<file path="src/rtl/decode_ctrl_pkg.sv">
// Shared types and constants for the decode-stage input controller.
// Owns the controller state encoding and the stall counter width.
package stage;

  localparam int STALL_CNT_WIDTH = 16;

  typedef enum logic [1:0] {
    EMPTY = 2'd0,
    ONE   = 2'd1,
    FULL  = 2'd2,
    FLUSH = 2'd3
  } DecCtrlState;

  // Saturating increment: holds at all-ones instead of wrapping to zero.
  function automatic logic [STALL_CNT_WIDTH-1:0] sat_inc(
    input logic [STALL_CNT_WIDTH-1:0] value
  );
    return (&value) ? value : value + STALL_CNT_WIDTH'(1);
  endfunction

endpackage

</file>
<file path="src/rtl/decode_ctrl_skid_fifo2.sv">
// Two-entry in-order buffer between fetch and decode.
// One-bit pointers wrap naturally; clear empties it in one cycle.
module skid_fifo2 #(
  parameter int ADDR_W = 30,
  parameter int INSN_W = 32
) (
  input  logic              clk,
  input  logic              rst,
  input  logic              push,
  input  logic              pop,
  input  logic              clear,
  input  logic [ADDR_W-1:0] push_addr,
  input  logic [INSN_W-1:0] push_insn,
  output logic [1:0]        occupancy,
  output logic [ADDR_W-1:0] head_addr,
  output logic [INSN_W-1:0] head_insn
);

  logic [ADDR_W-1:0] r_addr [2];
  logic [INSN_W-1:0] r_insn [2];
  logic              r_wptr;
  logic              r_rptr;
  logic [1:0]        r_count;

  logic w_do_push;
  logic w_do_pop;

  assign w_do_push = push && (r_count != 2'd2);
  assign w_do_pop  = pop && (r_count != 2'd0);

  // NOTE: entry storage is deliberately left out of reset; it is only read
  // when occupancy says it holds a valid beat, so reset would cost muxes for nothing.
  always_ff @(posedge clk) begin
    if (w_do_push) begin
      r_addr[r_wptr] <= push_addr;
      r_insn[r_wptr] <= push_insn;
    end
  end

  // NOTE: sequential state uses non-blocking assignments so every register
  // samples pre-edge values regardless of statement order.
  always_ff @(posedge clk) begin
    if (!rst) begin
      r_wptr  <= 1'b0;
      r_rptr  <= 1'b0;
      r_count <= 2'd0;
    end else if (clear) begin
      r_wptr  <= 1'b0;
      r_rptr  <= 1'b0;
      r_count <= 2'd0;
    end else begin
      if (w_do_push) r_wptr <= ~r_wptr;
      if (w_do_pop)  r_rptr <= ~r_rptr;
      case ({w_do_push, w_do_pop})
        2'b10:   r_count <= r_count + 2'd1;
        2'b01:   r_count <= r_count - 2'd1;
        default: r_count <= r_count;
      endcase
    end
  end

  assign occupancy = r_count;
  assign head_addr = r_addr[r_rptr];
  assign head_insn = r_insn[r_rptr];

endmodule

</file>
<file path="src/rtl/decode_ctrl.sv">
// Fetch-to-decode controller: 2-entry buffer, flush/redirect FSM and a
// saturating downstream-stall counter.
module decode_ctrl
  import stage::*;
#(
  parameter int ADDR_WIDTH = 32,
  parameter int INSN_WIDTH = 32
) (
  input  logic                       clk,
  input  logic                       rst,
  input  logic                       fetch_valid,
  input  logic [ADDR_WIDTH-1:2]      fetch_addr,
  input  logic [INSN_WIDTH-1:0]      fetch_insn,
  output logic                       fetch_ready,
  output logic                       dec_valid,
  output logic [ADDR_WIDTH-1:2]      dec_addr,
  output logic [INSN_WIDTH-1:0]      dec_insn,
  input  logic                       dec_ready,
  input  logic                       flush,
  input  logic [ADDR_WIDTH-1:2]      flush_addr,
  output logic                       redirect_valid,
  output logic [ADDR_WIDTH-1:2]      redirect_addr,
  output logic [1:0]                 occupancy,
  output logic [STALL_CNT_WIDTH-1:0] stall_count
);

  localparam int AW = ADDR_WIDTH - 2;

  DecCtrlState                r_state;
  DecCtrlState                w_state_next;
  logic [AW-1:0]              r_redirect_addr;
  logic [STALL_CNT_WIDTH-1:0] r_stall_count;

  logic       w_push;
  logic       w_pop;
  logic       w_flush_take;
  logic [1:0] w_occ;

  // Handshake qualifiers depend only on registered state and the flush input,
  // so dec_ready never reaches fetch_ready combinationally.
  assign fetch_ready  = (w_occ != 2'd2) && (r_state != FLUSH) && !flush;
  assign dec_valid    = (w_occ != 2'd0) && (r_state != FLUSH);
  assign w_push       = fetch_valid && fetch_ready;
  assign w_pop        = dec_valid && dec_ready;
  assign w_flush_take = flush && (r_state != FLUSH);

  skid_fifo2 #(
    .ADDR_W (AW),
    .INSN_W (INSN_WIDTH)
  ) u_fifo (
    .clk       (clk),
    .rst       (rst),
    .push      (w_push),
    .pop       (w_pop),
    .clear     (w_flush_take),
    .push_addr (fetch_addr),
    .push_insn (fetch_insn),
    .occupancy (w_occ),
    .head_addr (dec_addr),
    .head_insn (dec_insn)
  );

  always_ff @(posedge clk) begin
    if (!rst) r_state <= EMPTY;
    else      r_state <= w_state_next;
  end

  always_comb begin
    w_state_next = r_state;
    if (r_state == FLUSH) begin
      w_state_next = EMPTY;
    end else if (flush) begin
      w_state_next = FLUSH;
    end else begin
      case (r_state)
        EMPTY: if (w_push) w_state_next = ONE;
        ONE: begin
          if (w_push && !w_pop)      w_state_next = FULL;
          else if (!w_push && w_pop) w_state_next = EMPTY;
        end
        FULL:    if (w_pop) w_state_next = ONE;
        default: w_state_next = EMPTY;
      endcase
    end
  end

  // The redirect target is captured only when a flush is accepted, so a
  // flush repeated during FLUSH cannot overwrite the pulse's address.
  always_ff @(posedge clk) begin
    if (!rst)              r_redirect_addr <= '0;
    else if (w_flush_take) r_redirect_addr <= flush_addr;
  end

  always_ff @(posedge clk) begin
    if (!rst)                         r_stall_count <= '0;
    else if (dec_valid && !dec_ready) r_stall_count <= sat_inc(r_stall_count);
  end

  assign redirect_valid = (r_state == FLUSH);
  assign redirect_addr  = r_redirect_addr;
  assign occupancy      = w_occ;
  assign stall_count    = r_stall_count;

endmodule
</file>
<file path="config.mk">
export PLATFORM = sky130hd
export DESIGN_NAME = decode_ctrl
export DESIGN_NICKNAME = d
export VERILOG_FILES = /design/src/rtl/decode_ctrl_pkg.sv /design/src/rtl/decode_ctrl_skid_fifo2.sv /design/src/rtl/decode_ctrl.sv
export SDC_FILE = /design/constraint.sdc
export NUM_CORES = 1
export LEC_CHECK = 0
export ABC_CLOCK_PERIOD_IN_PS = 5100
export BUFFER_PORTS_ARGS = -buffer_cell sky130_fd_sc_hd__buf_2
export CORE_MARGIN = 3
export CORE_UTILIZATION = 51
export CTS_CLUSTER_SIZE = 28
export DETAILED_ROUTE_END_ITERATION = 16
export GPL_ROUTABILITY_DRIVEN = 0
export HOLD_SLACK_MARGIN = 0.15
export PLACE_DENSITY = 0.8
export SYNTH_ARGS = -nofsm -noshare
export SYNTH_HDL_FRONTEND = slang
export SYNTH_SLANG_ARGS = --single-unit
export TNS_END_PERCENT = 30
</file>
<file path="constraint.sdc">
create_clock -name clk -period 5.1 [get_ports clk]
set_input_delay 1.02 -clock clk [delete_from_list [all_inputs] [get_ports clk]]
set_output_delay 1.02 -clock clk [all_outputs]
set_load 0.02 [all_outputs]
</file>
* Word level (Yosys, flattened, before mapping)
Memory sizes are Yosys's and may differ from the RTL's. A register that Yosys moved wholly into a read port is not among the register bits.
Cells that the tools add are included.
** Operators by class
- Add/subtract/negate cells :: 3
- Reduce and logical (&&, ||, !) cells :: 23
- Muxes and demuxes :: 13
- Bitwise gates (word level) :: 4
- Equal/unequal tests :: 10
** Operators with widths (number)
- $add A16 B1 Y16 const B :: 1
- $reduce_and A16 Y1 :: 1
- $logic_and A1 B1 Y1 :: 11
- $mux W2 :: 5
- $eq A2 B2 Y1 const B :: 3
- $mux W1 :: 6
- $ne A3 B2 Y1 const B :: 2
- $pmux W2 S3 :: 1
- $eq A2 B1 Y1 const B :: 2
- $logic_not A1 Y1 :: 4
- $ne A2 B2 Y1 const B :: 2
- $ne A4 B4 Y1 const B :: 1
- $not A1 Y1 :: 4
- $pmux W2 S2 :: 1
- $reduce_bool A2 Y1 :: 2
- $reduce_or A2 Y1 :: 2
- $reduce_and A3 Y1 :: 1
- $add A2 B1 Y2 const B :: 1
- $logic_not A2 Y1 :: 1
- $reduce_and A2 Y1 :: 1
- $sub A2 B1 Y2 const B :: 1
** Storage, ports and cells
- Output and inout bits :: 113
- Input bits :: 97
- Register bits :: 52
- Logic and storage cells :: 61
- Memory bits (writable) :: 124
- Memories :: 2
** Memory list
- u_fifo.r_insn :: words 2, bits a word 32, rd ports 1, clocked after memory_dff 1, wr ports 1, RTL line decode_ctrl_skid_fifo2.sv:20 : logic [INSN_W-1:0] r_insn [2];
- u_fifo.r_addr :: words 2, bits a word 30, rd ports 1, clocked after memory_dff 1, wr ports 1, RTL line decode_ctrl_skid_fifo2.sv:19 : logic [ADDR_W-1:0] r_addr [2];

* Depth between registers and ports, before layout
Gate-level depths: netlist of run 1.
- Depth after elaboration :: 10
- Mapped depth :: 8

* Hierarchy
Synthesis of run 1 repeated with hierarchy kept, for this count alone.
** Unflattened totals
- Cell total of the unflattened synthesis :: 468
- Area, all modules :: 6668.9 um^2
** By module, submodules not included
- skid_fifo2 :: cells each 218, times used 1, area each 4675.7 um^2, sequential area each 3823.7 um^2
- decode_ctrl :: cells each 250, times used 1, area each 1993.2 um^2, sequential area each 960.9 um^2

* Worst setup path after synthesis of run 1
No wires, ideal clock.
- Path type :: in2reg
- Start point :: input flush
- End point :: memory u_fifo.r_addr[0][0] (enable)
- Setup slack :: 663 ps
- Data arrival time :: 3955 ps
- Buffers on the path :: 0
- Cell stages on the path :: 2
- Setup time :: 483 ps
- Data required time :: 4617 ps
- Cell sequence :: nand4b_1 nor2_1
** Between the ends
- Cells in the longest elaborated chain, start to end :: 6
** Ends and longest elaborated chain
- start, declared :: RTL line decode_ctrl.sv:19 : input logic flush,
- $logic_not A1 Y1 :: RTL line decode_ctrl.sv:41 : assign fetch_ready = (w_occ != 2'd2) && (r_state != FLUSH) && !flush;
- $logic_and A1 B1 Y1 :: RTL line decode_ctrl.sv:41
- $logic_and A1 B1 Y1 :: RTL line decode_ctrl.sv:43 : assign w_push = fetch_valid && fetch_ready;
- $logic_and A1 B1 Y1 :: RTL line decode_ctrl_skid_fifo2.sv:28 : assign w_do_push = push && (r_count != 2'd2);
- $mux W1 :: RTL line decode_ctrl_skid_fifo2.sv:34 : if (w_do_push) begin
- $mux W1 (implied by the code) :: RTL line decode_ctrl_skid_fifo2.sv:35 : r_addr[r_wptr] <= push_addr;
- end, declared :: RTL line decode_ctrl_skid_fifo2.sv:19
Every way passes these cells.

==> results of run 1 <==
## worst paths after layout
check,cells after the start,slack [ns],endpoint
min reg2reg,2,0.46,redirect_addr[18]$_SDFFE_PN0P_
min,2,0.46,redirect_addr[18]$_SDFFE_PN0P_
max,3,1.72,dec_insn[16]
max reg2reg,4,2.77,u_fifo.r_insn[0][17]$_DFFE_PP_
## Yosys cell counts (all sizes together), types with 3 or more instances
cell    number  area (um2)
o31ai        7        52.6
clkbuf      18        67.6
nor2         9        33.8
or4          8        60.1
or3          3        18.8
nand2       75         282
nand2b       4        25.0
xnor2        3        26.3
dfxtp       53        1060
nand3        6        30.0
inv          6        22.5
edfxtp     124        3720
nand4        5        37.5
o21ai        6        30.0
and2         3        18.8
a21oi       43         215
nor2b        3        18.8
mux2        62         698
nor4         4        37.5
## cell families after synthesis
group,count (synthesis)
adders and majority gates,2
xor gates and xnor gates,5
muxes,64
buffers and inverters,26
DFF,177
AOI/OAI and AO/OA,65
and+or+nand+nor,130
## routing by layer
metal / vias to the layer above / GRT usage (%) / wire length (um)
met3: 20 / 6.13 / 1260
met4: 2 / 7.29 / 220
li1: 2173 / - / -
met5: - / 0 / 8
met2: 186 / 32.3 / 6930
met1: 2140 / 24.1 / 5800
## final cells by class
class	count	area [um2]
Sequential cell	177	4790
Clock buffer	18	429
Clock inverter	14	92.6
Fill cell	977	4260
Multi-Input combinational cell	266	1840
Timing Repair Buffer	213	1080
Tap cell	172	215
Inverter	7	26.3
## per-stage QoR
step / power (mW) / setup slack [ns]
after CTS: 3.06 / 1.66
final: 3.03 / 1.72
after detailed placement: 1.93 / 2.13
after global routing: 3.14 / 1.59
after global placement: 1.91 / 2.18
after floorplan: 1.81 / 0.663
## sequential cells by signal, summed over array words and instances, names as in the netlist, named ones only
signal	flops
u_fifo.r_insn	64
u_fifo.r_addr	60
redirect_addr	30
stall_count	16
r_state	2
u_fifo.occupancy	2
u_fifo.r_rptr	1
u_fifo.r_wptr	1
## placed cells by master (no fill, tap or decap), types with 3 or more instances in the layout
cell,n
o21ai_0,6
clkbuf_16,17
nand2_1,75
nand2b_1,4
clkinv_1,5
a21oi_1,43
o31ai_1,7
inv_1,6
or3_1,3
buf_4,4
nor2_1,7
nand3_1,6
xnor2_1,3
nor2b_1,3
or4_1,8
nand4_1,4
clkinv_4,4
mux2_2,62
edfxtp_1,124
buf_2,209
and2_1,3
dfxtp_1,52
## tightest hold or removal path, stage by stage, from the launching register on
cell and delay, ns:
dfxtp_1 0.31, nand2_1 0.05, a21oi_1 0.05
## power breakdown
group	switching (mW)	internal, mW	leakage, nW	total [mW]
registers	0.0247	1.60	1.57	1.62
logic	0.169	0.105	1.49	0.274
clock network	0.514	0.619	0.251	1.13
total	0.707	2.32	3.31	3.03
==> impl_metrics.csv, run 1 <==
group,metric,value,unit
global_route,grt_pass1_wl,21900,um
final_layout,fin_area,8460,um2
synthesis,synthSimpleGateAreaFrac,9.64,%
sta,finalSetupTns,0,ns
critical_path,crit_type,"reg2out",
global_route,antenna_found_initial,1,
synthesis,synth_flop_cell,"edfxtp_1",
cts,clk_latency,0.42,ns
power,ir_worst_vdd,0.204,mV
sta,setup_viol,0,
synthesis,synth_cells,469,
synthesis,yosysSeqAreaShare,71.3,%
final_layout,syn_to_final_growth,26.2,%
synthesis,syn_nets,568,
detailed_routing,vias,4521,
placement,placed_area,7940,um2
critical_path,cp_data_arrival_time,2.36,ns
worst_hold_path,hp-class,"reg2reg",
critical_path,critPathBufInv,2,
global_route,overflow,0,
floorplanning,die_h,121,um
synthesis,yosysWarnings,0,
synthesis,synthArstFlopShare,0,%
sta,fmax,0.296,GHz
run,maxCapViolCount,0,
cts,cts_tree,"yes",
detailed_routing,drt-wirelength-per-cell,16.4,um
final_layout,nNetsFinal,781,
sta,layout_min_cycle_time,3.38,ns
cts,cts_htree_levels,4,
floorplanning,die_x,121,um
detailed_routing,drt-initial-drc-count,319,
sta,tightest_slew,1.19,ns
cts,cts_inserted_buffers,17,
synthesis,synth_top_family_by_area,"multiplexers",
cts,clk_pin_slew,0.06,ns
critical_path,slowest_delay,0.93,ns
global_route,grt_use_total,19.5,%
global_route,grt_max_degree,63,
synthesis,synth-seq-cells,177,
synthesis,synth_xor_area_share,0.653,%
sta,whs,0.455,ns
sta,finalCritPeriodShare,66.2,%
synthesis,synth_edf_count,124,
floorplanning,ios,210,
floorplanning,rows,41,
final_layout,postLayoutCoreUtil,66.5,%
floorplanning,initial_utilization,52.7,%
final_layout,final_layout_size_suffix_gt1_share,44.7,%
detailed_routing,ant_nets,0,
critical_path,crit_required,4.08,ns
power,power.density,358,nW/um2
run_status,status,"complete, no violations",
synthesis,synth_area,6710,um2
sta,rsz0062_at_grt,"no",
worst_hold_path,worstHoldStart,"redirect_addr[18]$_SDFFE_PN0P_",
critical_path,reg2reg_from,"u_fifo.occupancy[0]$_SDFFE_PP0P_",
detailed_routing,vias_per_cell,5.21,
placement,port_buffers,209,
critical_path,cp-end-kind,"output port",
cts,cts_setup_buffers,0,
cts,clockBufferDepth,2,
synthesis,yosysUniqueCellTypes,41,
floorplanning,die_area,14600,um2
placement,dp_hpwl,9700,um
cts,clockRootBuffer,"clkbuf_16",
critical_path,crit_chain,"buf_4 -> mux2_2 -> buf_2",
critical_path,crit_fanout,39,
final_layout,final_cells,867,
synthesis,synth_compound_area_share,5.82,%
detailed_routing,wirelength,14200,um
detailed_routing,drcViolationCount,0,
detailed_routing,firstDrtPassIters,4,
synthesis,synth_fa_ha_area_share,0.373,%
cts,post_cts_resized,0,
sta,hold_viol_final,0,
placement,dp.cells,835,
global_route,grt_pass1_vias,4496,
cts,cts.sinks,177,
sta,relSlewSlack,19.7,%
synthesis,muxShareOfSynthArea,10.7,%
power,power.leakage,3.31,nW
critical_path,cp-start-kind,"flip-flop",
sta,drv_slew,0,
floorplanning,coreArea,12700,um2
critical_path,crit_path_top_delay_cell,"dfxtp_2",
final_layout,diodes,0,
sta,fin_skew,0.00690,ns
critical_path,path_delay_family,"flip-flops",
cts,ctsHoldBuffers,0,
synthesis,synth_area_per_cell,14.3,um2
No activity file was read; power rests on OpenSTA's default activity.
==> run 2, diff against run 1 <==
--- a/config.mk
+++ b/config.mk
@@ -5,7 +5,7 @@
 export SDC_FILE = /design/constraint.sdc
 export NUM_CORES = 1
 export LEC_CHECK = 0
-export ABC_CLOCK_PERIOD_IN_PS = 5100
+export ABC_CLOCK_PERIOD_IN_PS = 3300
 export BUFFER_PORTS_ARGS = -buffer_cell sky130_fd_sc_hd__buf_2
 export CORE_MARGIN = 3
 export CORE_UTILIZATION = 51
==> constraint.sdc (replaced) <==
create_clock -name clk -period 3.3 [get_ports clk]
set_input_delay 0.66 -clock clk [delete_from_list [all_inputs] [get_ports clk]]
set_output_delay 0.66 -clock clk [all_outputs]
set_load 0.02 [all_outputs]
==> run 2 against run 1 <==
Compared with the run above:
- largest power group unchanged
- utilization increased by 0.82 points
- global-route usage shrank 0.97 points
- critical path type unchanged
- highest routed layer is now met4
- design area up 1.2%
- non-clock buffer count up 2
- setup slack worse by 0.72 ns
- clock power grew 73%
==> impl_metrics.csv, run 2 (synthesis results as in run 1) <==
group,metric,value,unit
final_layout,layout_common_cells,"buf_2, edfxtp_1, nand2_1",
floorplanning,die_area,14600,um2
cts,ctsHoldBuffers,0,
sta,fin_skew,0.0102,ns
worst_hold_path,min_to,"u_fifo.r_insn[1][24]$_DFFE_PP_",
detailed_routing,vias,4555,
sta,fmax,0.435,GHz
detailed_routing,ant_nets,0,
final_layout,nNetsFinal,783,
critical_path,reg2reg_from,"u_fifo.occupancy[0]$_SDFFE_PP0P_",
floorplanning,initial_utilization,52.7,%
sta,rsz0062_at_grt,"no",
global_route,grt_use_total,18.5,%
critical_path,rrSetupSlack,1.29,ns
detailed_routing,drcViolationCount,0,
critical_path,crit_fanout,62,
placement,dp.cells,837,
final_layout,regMostFlops,"u_fifo.r_insn",
sta,layout_min_cycle_time,2.30,ns
detailed_routing,vias_per_cell,5.25,
placement,place_ws,1.08,ns
placement,dp_hpwl,9320,um
critical_path,cp-start-kind,"flip-flop",
detailed_routing,drt-initial-drc-count,266,
cts,cts_inserted_buffers,17,
sta,drv_slew,0,
floorplanning,die_x,121,um
run,maxCapViolCount,0,
global_route,grt_pass1_wl,21100,um
global_route,overflow,0,
final_layout,fillers,948,
global_route,grt_busiest_layer,"met2",
global_route,grt_util_met2,29.3,%
cts,post_cts_resized,0,
sta,setup_viol,0,
critical_path,crit_required,2.64,ns
final_layout,postLayoutCoreUtil,67.3,%
critical_path,reg2reg_depth,4,
cts,cts_htree_levels,4,
power,power.density,569,nW/um2
global_route,grt_use_met3,6.36,%
sta,finalSetupTns,0,ns
final_layout,diodes,0,
placement,port_buffers,209,
cts,clk_latency,0.42,ns
sta,relSlewSlack,31.2,%
cts,cts.sinks,177,
final_layout,final_layout_size_suffix_gt1_share,44.7,%
power,power.leakage,3.35,nW
sta,whs,0.433,ns
cts,cts_setup_buffers,0,
global_route,grt_max_degree,63,
worst_hold_path,worstHoldStart,"fetch_insn[24]",
floorplanning,die_h,121,um
detailed_routing,wirelength,13900,um
worst_hold_path,hp-class,"in2reg",
sta,hold_viol_final,0,
critical_path,crit_type,"reg2out",
global_route,grtUsageMet1,23.4,%
final_layout,final_cells,868,
critical_path,regToRegEndpoint,"u_fifo.r_insn[1][13]$_DFFE_PP_",
worst_hold_path,min_path_cells,1,
floorplanning,rows,41,
sta,setup_slack,1.00,ns
sta,finalCritPeriodShare,69.7,%
cts,clk_pin_slew,0.06,ns
cts,clockRootBuffer,"clkbuf_16",
floorplanning,ios,210,
floorplanning,coreArea,12700,um2
sta,tightest_slew,1.03,ns
global_route,grt_pass1_vias,4374,
critical_path,cp-end-kind,"output port",
final_layout,syn_to_final_growth,27.7,%
detailed_routing,drt-wirelength-per-cell,16.0,um
critical_path,cp_data_arrival_time,1.64,ns
final_layout,mostFrequentLayoutCell,"buf_2",
power,ir_worst_vdd,0.318,mV
cts,cts_tree,"yes",
final_layout,largest_reg_flops,64,
global_route,antenna_found_initial,0,
run_status,status,"complete, no violations",
detailed_routing,firstDrtPassIters,6,
cts,clockBufferDepth,2,
-- run 2: cell types whose count changed in the layout (fill, tap and decap cells not counted), sizes merged --
cell and delta:
buf +2, bufinv +3, inv -1, clkinvlp -1
clkinv -2
-- run 2: critical path, stage by stage (launching register included) --
cell and delay, ns:
dfxtp_2 0.34, buf_12 0.27, mux2_2 0.39, buf_2 0.17
-- run 2: how the worst max path moves through the flow --
stage	end	slack (ns)	depth (start not counted)
floorplan	u_fifo.r_addr[0][0]$_DFFE_PP_	-0.81	3
global placement	u_fifo.r_insn[0][8]$_DFFE_PP_	1.16	4
detailed placement	u_fifo.r_insn[1][6]$_DFFE_PP_	1.08	4
CTS	dec_addr[28]	0.96	3
global route	dec_addr[28]	0.94	3
finish	dec_addr[3]	1.0	3
-- run 2: power breakdown --
part / internal (mW) / switching [mW]
sequential: 2.47 / 0.0325
combinational: 0.167 / 0.265
clock: 1.17 / 0.774
total: 3.81 / 1.07
-- run 2: final cells by class --
class	count	area, um2	area share, %
clock buffers	18	429	5.01
flip-flops and latches	177	4790	55.9
well taps	172	215	2.51
inverters	7	26.3	0.307
clock inverters	13	144	1.68
multi-input cells	266	1840	21.5
repair buffers	215	1130	13.2
-- run 2: through the flow --
stage | instance area [um2] | power (mW)
finish | 8570 | 4.88
global route | 8570 | 5.04
CTS | 8570 | 4.91
detailed placement | 8000 | 2.98
global placement | 8000 | 2.96
floorplan | 6710 | 2.80
-- run 2: per-layer routing --
metal,vias up,share of wire (%)
met4,0,2.3
met2,205,47
met3,22,9.2
met5,-,0
met1,2155,41
li1,2173,-
==> run 3, diff against run 2 <==
--- a/config.mk
+++ b/config.mk
@@ -5,7 +5,7 @@
 export SDC_FILE = /design/constraint.sdc
 export NUM_CORES = 1
 export LEC_CHECK = 0
-export ABC_CLOCK_PERIOD_IN_PS = 3300
+export ABC_CLOCK_PERIOD_IN_PS = 2250
 export BUFFER_PORTS_ARGS = -buffer_cell sky130_fd_sc_hd__buf_2
 export CORE_MARGIN = 3
 export CORE_UTILIZATION = 51
==> constraint.sdc (replaced) <==
create_clock -name clk -period 2.25 [get_ports clk]
set_input_delay 0.45 -clock clk [delete_from_list [all_inputs] [get_ports clk]]
set_output_delay 0.45 -clock clk [all_outputs]
set_load 0.02 [all_outputs]
==> run 3 against run 2 <==
Compared with the run above:
- global-route usage increased by 0.70 points
- design area up 0.54%
- utilization up 0.36 points
- largest cell class unchanged
- setup slack got worse by 0.85 ns
- combinational power increased by 48%
- count of clock-buffer cells in the layout is 2 higher
- cell count up 0.58%
==> impl_metrics.csv, run 3 (synthesis results as in run 1) <==
group,metric,value,unit
run_status,status,"complete, no violations",
worst_hold_path,min_to,"u_fifo.r_insn[0][22]$_DFFE_PP_",
final_layout,largest_reg_flops,64,
critical_path,crit_required,1.80,ns
critical_path,crit_path_top_delay_cell,"mux2_2",
worst_hold_path,min_path_cells,1,
final_layout,nNetsFinal,787,
critical_path,reg2reg_depth,5,
power,p_clk_share,39.8,%
critical_path,reg2reg_from,"stall_count[0]$_SDFFE_PN0P_",
critical_path,crit_fanout,62,
power,pwr-share-seq,51.2,%
cts,clk_latency,0.41,ns
power,ir_worst_vdd,0.439,mV
critical_path,slowest_delay,0.39,ns
detailed_routing,drt-wirelength-per-cell,16.1,um
global_route,grt_pass1_wl,21700,um
critical_path,rrSetupSlack,0.34,ns
global_route,grt_max_degree,63,
sta,hold_viol_final,0,
final_layout,multiInputGateArea,1850,um2
floorplanning,rows,41,
placement,dp.cells,841,
power,combinationalPowerShare,8.9,%
critical_path,regToRegEndpoint,"stall_count[8]$_SDFFE_PN0P_",
sta,relSlewSlack,54.2,%
detailed_routing,drt-initial-drc-count,285,
cts,ctsHoldBuffers,0,
power,power.leakage,3.37,nW
critical_path,crit_chain,"buf_12 -> mux2_2 -> buf_2",
floorplanning,initial_utilization,52.7,%
sta,tightest_slew,0.681,ns
sta,rsz0062_at_grt,"no",
final_layout,diodes,0,
worst_hold_path,worstHoldStart,"fetch_insn[22]",
final_layout,regMostFlops,"u_fifo.r_insn",
global_route,grt_use_total,19.2,%
final_layout,fillers,952,
critical_path,cp-end-kind,"output port",
detailed_routing,vias_per_cell,5.23,
final_layout,final_layout_size_suffix_gt1_share,45.5,%
critical_path,crit_type,"reg2out",
detailed_routing,wirelength,14000,um
global_route,grt_pass1_vias,4341,
sta,fin_skew,0.0130,ns
final_layout,final_cells,873,
worst_hold_path,hp-class,"in2reg",
detailed_routing,ant_nets,0,
cts,clk_pin_slew,0.06,ns
floorplanning,die_area,14600,um2
critical_path,cp-start-kind,"flip-flop",
power,p_sw,1.55,mW
power,power.density,830,nW/um2
detailed_routing,firstDrtPassIters,4,
detailed_routing,drcViolationCount,0,
power,swShare,21.7,%
cts,clockBufferDepth,2,
global_route,antenna_found_initial,2,
cts,clockRootBuffer,"clkbuf_16",
floorplanning,die_x,121,um
detailed_routing,vias,4569,
power,total_power,7.15,mW
sta,fmax,0.477,GHz
cts,post_cts_resized,0,
placement,port_buffers,209,
global_route,overflow,0,
cts,cts_tree,"yes",
sta,finalCritPeriodShare,93.2,%
floorplanning,ios,210,
critical_path,path_delay_family,"buffers and inverters",
final_layout,regArea,4790,um2
sta,drv_slew,0,
cts,cts_inserted_buffers,17,
floorplanning,coreArea,12700,um2
power,power.internal,5.60,mW
critical_path,cp_data_arrival_time,1.65,ns
sta,finalSetupTns,0,ns
cts,cts.sinks,177,
final_layout,layout_common_cells,"buf_2, edfxtp_1, nand2_1",
cts,cts_htree_levels,4,
final_layout,syn_to_final_growth,28.4,%
sta,setup_viol,0,
sta,layout_min_cycle_time,2.10,ns
placement,dp_hpwl,9790,um
run,maxCapViolCount,0,
final_layout,mostFrequentLayoutCell,"buf_2",
sta,whs,0.224,ns
cts,cts_setup_buffers,0,
floorplanning,die_h,121,um
critical_path,critPathBufInv,2,
run 3: per-layer routing:
layer / wire, um / vias up / GRT usage [%] / share of wire [%]
met5: 20 / - / 0 / 0.14
met4: 120 / 4 / 6.59 / 0.85
met3: 1410 / 17 / 7.53 / 10
met2: 6780 / 186 / 31.1 / 48
met1: 5710 / 2175 / 23.7 / 41
li1: - / 2187 / - / -
run 3: metrics by stage:
stage | instance area, um2 | worst slack [ns] | utilization (%)
detailed placement | 8040 | 0.370 | 63.2
floorplan | 6730 | -0.0634 | -
global placement | 8040 | 0.446 | 63.2
CTS | 8610 | 0.132 | 67.7
finish | 8610 | 0.152 | 67.7
global route | 8610 | 0.0827 | 67.7
run 3: cell type report:
cell class                 instances  area share, %
sequential                       177           55.6
multi-input combinational        266           21.4
timing repair buffer             219           13.4
clock buffer                      20           5.07
tap                              172           2.50
clock inverter                    12           1.64
inverter                           7          0.305
run 3: worst max-delay path by stage:
stage	start	to	slack, ns	cells past startpoint
2_1_floorplan	u_fifo.occupancy[0]$_SDFFE_PP0P_	u_fifo.r_addr[0][0]$_DFFE_PP_	-0.06	3
3_3_place_gp	dec_ready	stall_count[14]$_SDFFE_PN0P_	0.45	5
3_5_place_dp	dec_ready	stall_count[8]$_SDFFE_PN0P_	0.37	5
4_1_cts	flip-flop	dec_insn[21]	0.13	3
5_1_grt	flip-flop	dec_insn[21]	0.08	3
6_report	flip-flop	dec_addr[26]	0.15	3
run 3: power by group through the flow:
stage	combinational [mW]	clock, mW	sequential, mW
2_1_floorplan	0.326	0	3.77
3_3_place_gp	0.629	0	3.72
3_5_place_dp	0.644	0	3.73
4_1_cts	0.648	2.92	3.66
5_1_grt	0.696	3.04	3.67
6_report	0.640	2.85	3.66
